[src/rtl/alu_arbiter_if.sv]
// Requester-side bundle for alu_arbiter: two request channels, two response
// channels and the shared response payload.
interface alu_arbiter_if #(
  parameter int WIDTH = 32,
  parameter int OPW   = 5
);
  logic             req0_valid;
  logic             req0_ready;
  logic [OPW-1:0]   req0_op;
  logic [WIDTH-1:0] req0_a;
  logic [WIDTH-1:0] req0_b;
  logic             req1_valid;
  logic             req1_ready;
  logic [OPW-1:0]   req1_op;
  logic [WIDTH-1:0] req1_a;
  logic [WIDTH-1:0] req1_b;
  logic             rsp0_valid;
  logic             rsp0_ready;
  logic             rsp1_valid;
  logic             rsp1_ready;
  logic [WIDTH-1:0] rsp_data;
  logic [2:0]       rsp_flags;
  logic             rsp_err;

  modport master (
    output req0_valid, req0_op, req0_a, req0_b,
    output req1_valid, req1_op, req1_a, req1_b,
    output rsp0_ready, rsp1_ready,
    input  req0_ready, req1_ready, rsp0_valid, rsp1_valid,
    input  rsp_data, rsp_flags, rsp_err
  );

  modport slave (
    input  req0_valid, req0_op, req0_a, req0_b,
    input  req1_valid, req1_op, req1_a, req1_b,
    input  rsp0_ready, rsp1_ready,
    output req0_ready, req1_ready, rsp0_valid, rsp1_valid,
    output rsp_data, rsp_flags, rsp_err
  );
endinterface

[src/rtl/alu_arbiter.sv]
// Round-robin sharing of one registered ALU between two requesters, one
// operation in flight, with a watchdog that answers with an error response.
module alu_arbiter #(
  parameter int WIDTH   = 32,
  parameter int OPW     = 5,
  parameter int TIMEOUT = 8
) (
  input  logic             clk,
  input  logic             rst,
  alu_arbiter_if.slave     bus,
  output logic             alu_en,
  output logic [OPW-1:0]   alu_op,
  output logic [WIDTH-1:0] alu_a,
  output logic [WIDTH-1:0] alu_b,
  input  logic             alu_valid,
  input  logic [WIDTH-1:0] alu_data,
  input  logic [2:0]       alu_flags,
  output logic             busy
);

  localparam int WDW = $clog2(TIMEOUT);
  localparam logic [WDW-1:0] WD_LAST = WDW'(TIMEOUT - 1);

  typedef enum logic [1:0] {
    IDLE  = 2'd0,
    ISSUE = 2'd1,
    WAIT  = 2'd2,
    RESP  = 2'd3
  } state_t;

  state_t           state_r;
  state_t           state_s;
  logic             prio_r;
  logic             gnt_r;
  logic [OPW-1:0]   op_r;
  logic [WIDTH-1:0] a_r;
  logic [WIDTH-1:0] b_r;
  logic [WDW-1:0]   wd_r;
  logic [WIDTH-1:0] rsp_data_r;
  logic [2:0]       rsp_flags_r;
  logic             rsp_err_r;
  logic             rsp0_valid_r;
  logic             rsp1_valid_r;
  logic             alu_en_r;
  logic             busy_r;
  logic             rdy0_s;
  logic             rdy1_s;
  logic             cap_s;
  logic             tmo_s;

  // Next-state, grant selection and capture/timeout decisions.
  always_comb begin
    state_s = state_r;
    rdy0_s  = 1'b0;
    rdy1_s  = 1'b0;
    cap_s   = 1'b0;
    tmo_s   = 1'b0;
    case (state_r)
      IDLE: begin
        if (bus.req0_valid && (!bus.req1_valid || !prio_r)) begin
          rdy0_s  = 1'b1;
          state_s = ISSUE;
        end else if (bus.req1_valid) begin
          rdy1_s  = 1'b1;
          state_s = ISSUE;
        end else begin
          state_s = IDLE;
        end
      end
      ISSUE: begin
        state_s = WAIT;
      end
      WAIT: begin
        if (alu_valid) begin
          cap_s   = 1'b1;
          state_s = RESP;
        end else if (wd_r == WD_LAST) begin
          tmo_s   = 1'b1;
          state_s = RESP;
        end else begin
          state_s = WAIT;
        end
      end
      RESP: begin
        if (gnt_r ? bus.rsp1_ready : bus.rsp0_ready) begin
          state_s = IDLE;
        end else begin
          state_s = RESP;
        end
      end
      default: begin
        state_s = IDLE;
      end
    endcase
  end

  // State register.
  always_ff @(posedge clk or negedge rst) begin
    if (!rst) begin
      state_r <= IDLE;
    end else begin
      state_r <= state_s;
    end
  end

  // Latched operation, watchdog, captured response and registered outputs.
  always_ff @(posedge clk or negedge rst) begin
    if (!rst) begin
      prio_r       <= 1'b0;
      gnt_r        <= 1'b0;
      op_r         <= {OPW{1'b0}};
      a_r          <= {WIDTH{1'b0}};
      b_r          <= {WIDTH{1'b0}};
      wd_r         <= {WDW{1'b0}};
      rsp_data_r   <= {WIDTH{1'b0}};
      rsp_flags_r  <= 3'b000;
      rsp_err_r    <= 1'b0;
      rsp0_valid_r <= 1'b0;
      rsp1_valid_r <= 1'b0;
      alu_en_r     <= 1'b0;
      busy_r       <= 1'b0;
    end else begin
      if (rdy0_s || rdy1_s) begin
        op_r   <= rdy1_s ? bus.req1_op : bus.req0_op;
        a_r    <= rdy1_s ? bus.req1_a  : bus.req0_a;
        b_r    <= rdy1_s ? bus.req1_b  : bus.req0_b;
        gnt_r  <= rdy1_s;
        prio_r <= ~rdy1_s;
      end
      if (state_r == ISSUE) begin
        wd_r <= {WDW{1'b0}};
      end else if (state_r == WAIT) begin
        wd_r <= wd_r + WDW'(1);
      end
      if (cap_s) begin
        rsp_data_r  <= alu_data;
        rsp_flags_r <= alu_flags;
        rsp_err_r   <= 1'b0;
      end else if (tmo_s) begin
        rsp_data_r  <= {WIDTH{1'b0}};
        rsp_flags_r <= 3'b000;
        rsp_err_r   <= 1'b1;
      end
      // Outputs are registered from the next state so they track it exactly.
      alu_en_r     <= (state_s == ISSUE);
      busy_r       <= (state_s != IDLE);
      rsp0_valid_r <= (state_s == RESP) && !gnt_r;
      rsp1_valid_r <= (state_s == RESP) && gnt_r;
    end
  end

  assign bus.req0_ready = rdy0_s;
  assign bus.req1_ready = rdy1_s;
  assign bus.rsp0_valid = rsp0_valid_r;
  assign bus.rsp1_valid = rsp1_valid_r;
  assign bus.rsp_data   = rsp_data_r;
  assign bus.rsp_flags  = rsp_flags_r;
  assign bus.rsp_err    = rsp_err_r;
  assign alu_en         = alu_en_r;
  assign alu_op         = op_r;
  assign alu_a          = a_r;
  assign alu_b          = b_r;
  assign busy           = busy_r;

endmodule

[src/flat_wrapper.sv]
// flat-port wrapper written by rule: the top's interface ports become plain ports
module alu_arbiter_flat 
#(
  parameter int WIDTH   = 32,
  parameter int OPW     = 5,
  parameter int TIMEOUT = 8
)
  (clk, rst, alu_en, alu_op, alu_a, alu_b, alu_valid, alu_data, alu_flags, busy, bus_req0_valid, bus_req0_op, bus_req0_a, bus_req0_b, bus_req1_valid, bus_req1_op, bus_req1_a, bus_req1_b, bus_rsp0_ready, bus_rsp1_ready, bus_req0_ready, bus_req1_ready, bus_rsp0_valid, bus_rsp1_valid, bus_rsp_data, bus_rsp_flags, bus_rsp_err);
  alu_arbiter_if #(.WIDTH(WIDTH), .OPW(OPW)) bus_i ();
  input  logic clk;
  input  logic rst;
  output logic alu_en;
  output logic [OPW-1:0] alu_op;
  output logic [WIDTH-1:0] alu_a;
  output logic [WIDTH-1:0] alu_b;
  input  logic alu_valid;
  input  logic [WIDTH-1:0] alu_data;
  input  logic [2:0] alu_flags;
  output logic busy;
  input wire logic [$bits(bus_i.req0_valid)-1:0] bus_req0_valid;
  input wire logic [$bits(bus_i.req0_op)-1:0] bus_req0_op;
  input wire logic [$bits(bus_i.req0_a)-1:0] bus_req0_a;
  input wire logic [$bits(bus_i.req0_b)-1:0] bus_req0_b;
  input wire logic [$bits(bus_i.req1_valid)-1:0] bus_req1_valid;
  input wire logic [$bits(bus_i.req1_op)-1:0] bus_req1_op;
  input wire logic [$bits(bus_i.req1_a)-1:0] bus_req1_a;
  input wire logic [$bits(bus_i.req1_b)-1:0] bus_req1_b;
  input wire logic [$bits(bus_i.rsp0_ready)-1:0] bus_rsp0_ready;
  input wire logic [$bits(bus_i.rsp1_ready)-1:0] bus_rsp1_ready;
  output wire logic [$bits(bus_i.req0_ready)-1:0] bus_req0_ready;
  output wire logic [$bits(bus_i.req1_ready)-1:0] bus_req1_ready;
  output wire logic [$bits(bus_i.rsp0_valid)-1:0] bus_rsp0_valid;
  output wire logic [$bits(bus_i.rsp1_valid)-1:0] bus_rsp1_valid;
  output wire logic [$bits(bus_i.rsp_data)-1:0] bus_rsp_data;
  output wire logic [$bits(bus_i.rsp_flags)-1:0] bus_rsp_flags;
  output wire logic [$bits(bus_i.rsp_err)-1:0] bus_rsp_err;
  assign bus_i.req0_valid = bus_req0_valid;
  assign bus_i.req0_op = bus_req0_op;
  assign bus_i.req0_a = bus_req0_a;
  assign bus_i.req0_b = bus_req0_b;
  assign bus_i.req1_valid = bus_req1_valid;
  assign bus_i.req1_op = bus_req1_op;
  assign bus_i.req1_a = bus_req1_a;
  assign bus_i.req1_b = bus_req1_b;
  assign bus_i.rsp0_ready = bus_rsp0_ready;
  assign bus_i.rsp1_ready = bus_rsp1_ready;
  assign bus_req0_ready = bus_i.req0_ready;
  assign bus_req1_ready = bus_i.req1_ready;
  assign bus_rsp0_valid = bus_i.rsp0_valid;
  assign bus_rsp1_valid = bus_i.rsp1_valid;
  assign bus_rsp_data = bus_i.rsp_data;
  assign bus_rsp_flags = bus_i.rsp_flags;
  assign bus_rsp_err = bus_i.rsp_err;
  alu_arbiter #(.WIDTH(WIDTH), .OPW(OPW), .TIMEOUT(TIMEOUT)) u_core (.clk(clk), .rst(rst), .bus(bus_i), .alu_en(alu_en), .alu_op(alu_op), .alu_a(alu_a), .alu_b(alu_b), .alu_valid(alu_valid), .alu_data(alu_data), .alu_flags(alu_flags), .busy(busy));
endmodule
[config.mk]
export PLATFORM = sky130hd
export DESIGN_NAME = alu_arbiter_flat
export DESIGN_NICKNAME = d
export VERILOG_FILES = /design/src/rtl/alu_arbiter_if.sv /design/src/rtl/alu_arbiter.sv /design/src/flat_wrapper.sv
export SDC_FILE = /design/constraint.sdc
export NUM_CORES = 1
export LEC_CHECK = 0
export ABC_CLOCK_PERIOD_IN_PS = 1600
export CAP_MARGIN = 25
export CORE_UTILIZATION = 34
export DETAILED_ROUTE_END_ITERATION = 8
export GPL_TIMING_DRIVEN = 0
export PLACE_DENSITY = 0.77
export SYNTH_ARGS = -nofsm -noshare
export SYNTH_HDL_FRONTEND = slang
export SYNTH_SLANG_ARGS = --single-unit
[constraint.sdc]
create_clock -name clk -period 1.6 [get_ports clk]
set_input_delay 0.24 -clock clk [delete_from_list [all_inputs] [get_ports clk]]
set_output_delay 0.24 -clock clk [all_outputs]
set_load 0.005 [all_outputs]
==> results of run 1 <==
-- cells in the mapped netlist (all sizes together) --
library cell,number
inv,8
a31oi,13
nand2,1
o211ai,1
a21o,2
nor2b,1
and2,59
nor3b,1
nand2b,1
mux2i,1
a221o,58
a221oi,1
nand3b,2
a22o,35
and2b,1
o21ai,15
clkbuf,6
o2111ai,11
mux2,2
a211oi,1
a21oi,1
buf,28
dfrtp,116
o21a,2
nor2,15
nor3,1
ha,6
-- logic make-up (layout without fill, tap and decap cells) --
family,after synthesis,after routing,share of synthesized area
compound gates,140,141,0.246
mux,3,3,0.00659
fa+ha+maj,6,6,0.0152
simple gates,82,82,0.0971
flops,116,116,0.588
buf+inv,42,393,0.0469
-- where the power goes --
part | internal [mW] | switching (mW)
clock network | 2.68 | 1.32
logic | 5.59 | 3.20
registers | 4.35 | 0.827
total | 12.6 | 5.34
-- area by class of cell --
class	count	area share
flip-flops and latches	116	0.313
well taps	180	0.0243
clock inverters	9	0.0163
plain buffers	33	0.0309
repair buffers	320	0.345
multi-input cells	232	0.216
inverters	8	0.00351
clock buffers	23	0.0505
-- state kept, by name, summed over array words and instances, names as in the netlist --
register               cells
u_core.alu_a              32
u_core.gnt_r               1
u_core.alu_op              5
u_core.alu_b              32
u_core.bus.rsp1_valid      1
u_core.busy                1
u_core.state_r             2
u_core.prio_r              1
u_core.wd_r                3
u_core.bus.rsp_data       32
u_core.alu_en              1
u_core.bus.rsp0_valid      1
u_core.bus.rsp_err         1
u_core.bus.rsp_flags       3
-- what timing repair did --
item / in CTS / in global routing
hold buffers: 1 / 0
buffers inserted: 19 / 5
gates resized for setup: 115 / 14
hold endpoints to repair: 33 / 0
endpoints found under the setup margin: 108 / 110
pin swaps: 25 / 5
cloned: 7 / 0
-- per-stage QoR --
step / worst slack (ps) / hold WS (ps) / util / power [mW] / instances
global route: -282 / 307 / 0.660 / 19.0 / 921
floorplan: 31.1 / -55.6 / - / 8.30 / 389
global placement: -4100 / 485 / 0.575 / 12.2 / 859
detailed placement: -909 / 146 / 0.577 / 12.4 / 860
finish: -216 / 283 / 0.660 / 18.0 / 921
CTS: -316 / 266 / 0.656 / 18.0 / 918
-- final timing paths --
kind,startpoint,to,slack [ps],cells after the start
hold reg to reg,u_core.bus.rsp_data[15]$_DFFE_PN0P_,u_core.bus.rsp_data[15]$_DFFE_PN0P_,500,1
setup reg to reg,u_core.state_r[0]$_DFF_PN0_,u_core.alu_a[16]$_DFFE_PN0P_,-140,8
hold / removal,rst,u_core.bus.rsp_data[6]$_DFFE_PN0P_,280,2
max in group asynchronous,rst,u_core.alu_a[30]$_DFFE_PN0P_,610,3
setup / recovery,bus_req1_valid,bus_req0_ready,-220,4
min in group clk,bus_req0_b[26],u_core.alu_b[26]$_DFFE_PN0P_,410,3
-- metal layers --
layer / part of all wire / vias to the layer above / routed length, um / GRT usage
met5: 0 / - / 0 / 0
met4: 0.022 / 0 / 387 / 0.105
met3: 0.071 / 31 / 1230 / 0.0637
met2: 0.51 / 232 / 8840 / 0.400
met1: 0.40 / 2302 / 6960 / 0.277
li1: - / 2173 / - / -
-- worst max-delay path: stages --
cell and delay, ps:
clkdlybuf4s50_1 720, a211oi_4 380, buf_6 150, buf_6 90
==> results.md, run 1 <==
- Share of the synthesized area in the top cell type: 0.588
- Routed len/inst: 18.9 um
- Relative slew slack: 0.599
- Router iterations before antenna repair: 4
- Synth warn: 0
- Startpoint Class: input port
- Syn nets: 575
- I/O pins: 291
- Number of global-route vias before repair: 4891
- Most common cell after layout, fill and taps aside: clkdlybuf4s50_1
- Avg Inst Size Synth: 12.7 um^2
- Sink Count: 116
- Storage cell area: 0.00290 mm^2
- Failing checks: setup timing
- Area of the multi-input gates: 0.00200 mm^2
- Starting Density: 0.352
- Layout net count: 914
- Worst-Margin Slew: 600 ps
- Filler instances: 1055
- Final Skew: 9.38 ps
- Number of remaining DRC errors: 0
- Layout area overhead: 87.9%
- Final setup fails: 73
- Placed Area: 0.00810 mm^2
- RSZ-0062 raised after global routing: true
- # rows: 43
- Final setup margin: -216 ps
- Via count: 4738
- Clk Latency, worst-skew pair: 420 ps
- Number of CTS-inserted buffers: 17
- Worst VDD drop: 0.878 mV
- Worst EP required: 1360 ps
- Largest net degree at the start of global routing: 84
- Critical Path AT: 1580 ps
- Status: finished with violations
- Input/output buffers: 290
- Setup crit end kind: output pin
- Gr ovfl total: 0
- Initial antenna violation count: 0
- Clock buffer depth: 2
- Gp weighted congestion: 0.830
- Die ar.: 0.0150 mm^2
- MaxCap Viol Count: 0
- Setup TNS: -6430 ps
- Die Ht: 122 um
- Cells after synthesis: 389
- DR iter-0 viols: 264
- Core ar.: 0.0140 mm^2
- Final Max Slew Viols: 0
- Final Routed Wirelength: 17400 um
- Power Density: 1940 mW/mm^2
- Layout cells sized above 1: 0.200
- DP Wirelength: 11800 um
- Antenna Nets Post-Route: 0
- Most frequent cells in the layout: clkdlybuf4s50_1 (284), dfrtp_1 (116), a221o_1 (58)
- Distinct cells, synth: 35
- Post-synthesis sequential element count: 116
- GRT Total Usage: 0.235
- Area leader, netlist: dfrtp_1
- Worst hold path class: input port to asynchronous set/reset pin
- Top cells by area, synth: dfrtp_1 (59%), a221o_1 (12%), a22o_1 (6.2%)
- First-pass GRT wire length: 26100 um
- H-tree Lvls: 4
- Period utilisation layout: 1.14
- Worst-path fanout max: 7
- P_leak: 3.98 nW
- Sequential area share after synthesis: 0.588
- CTS tree: done
- Hold Vio Cnt, Final: 0
- Kind of critical path: input port to output pin
- Clk pin slew, worst setup/hold paths: 50 ps
- Final instance area: 0.00927 mm^2
- Root Buffer: clkbuf_16
- Vias per inst: 5.14
- Diodes inserted: 0
- Fmax: 0.551 GHz
- Minimum clock period: 1820 ps
- Die width: 122 um
- Mapped cell area: 0.00494 mm^2
(Power assumes the default switching activity.)
==> inputs of run 2 (changes only) <==
- CAP_MARGIN: 25 -> 15
==> results of run 2 <==
No change in the layout: final DEF, timing and power equal those of run 1.
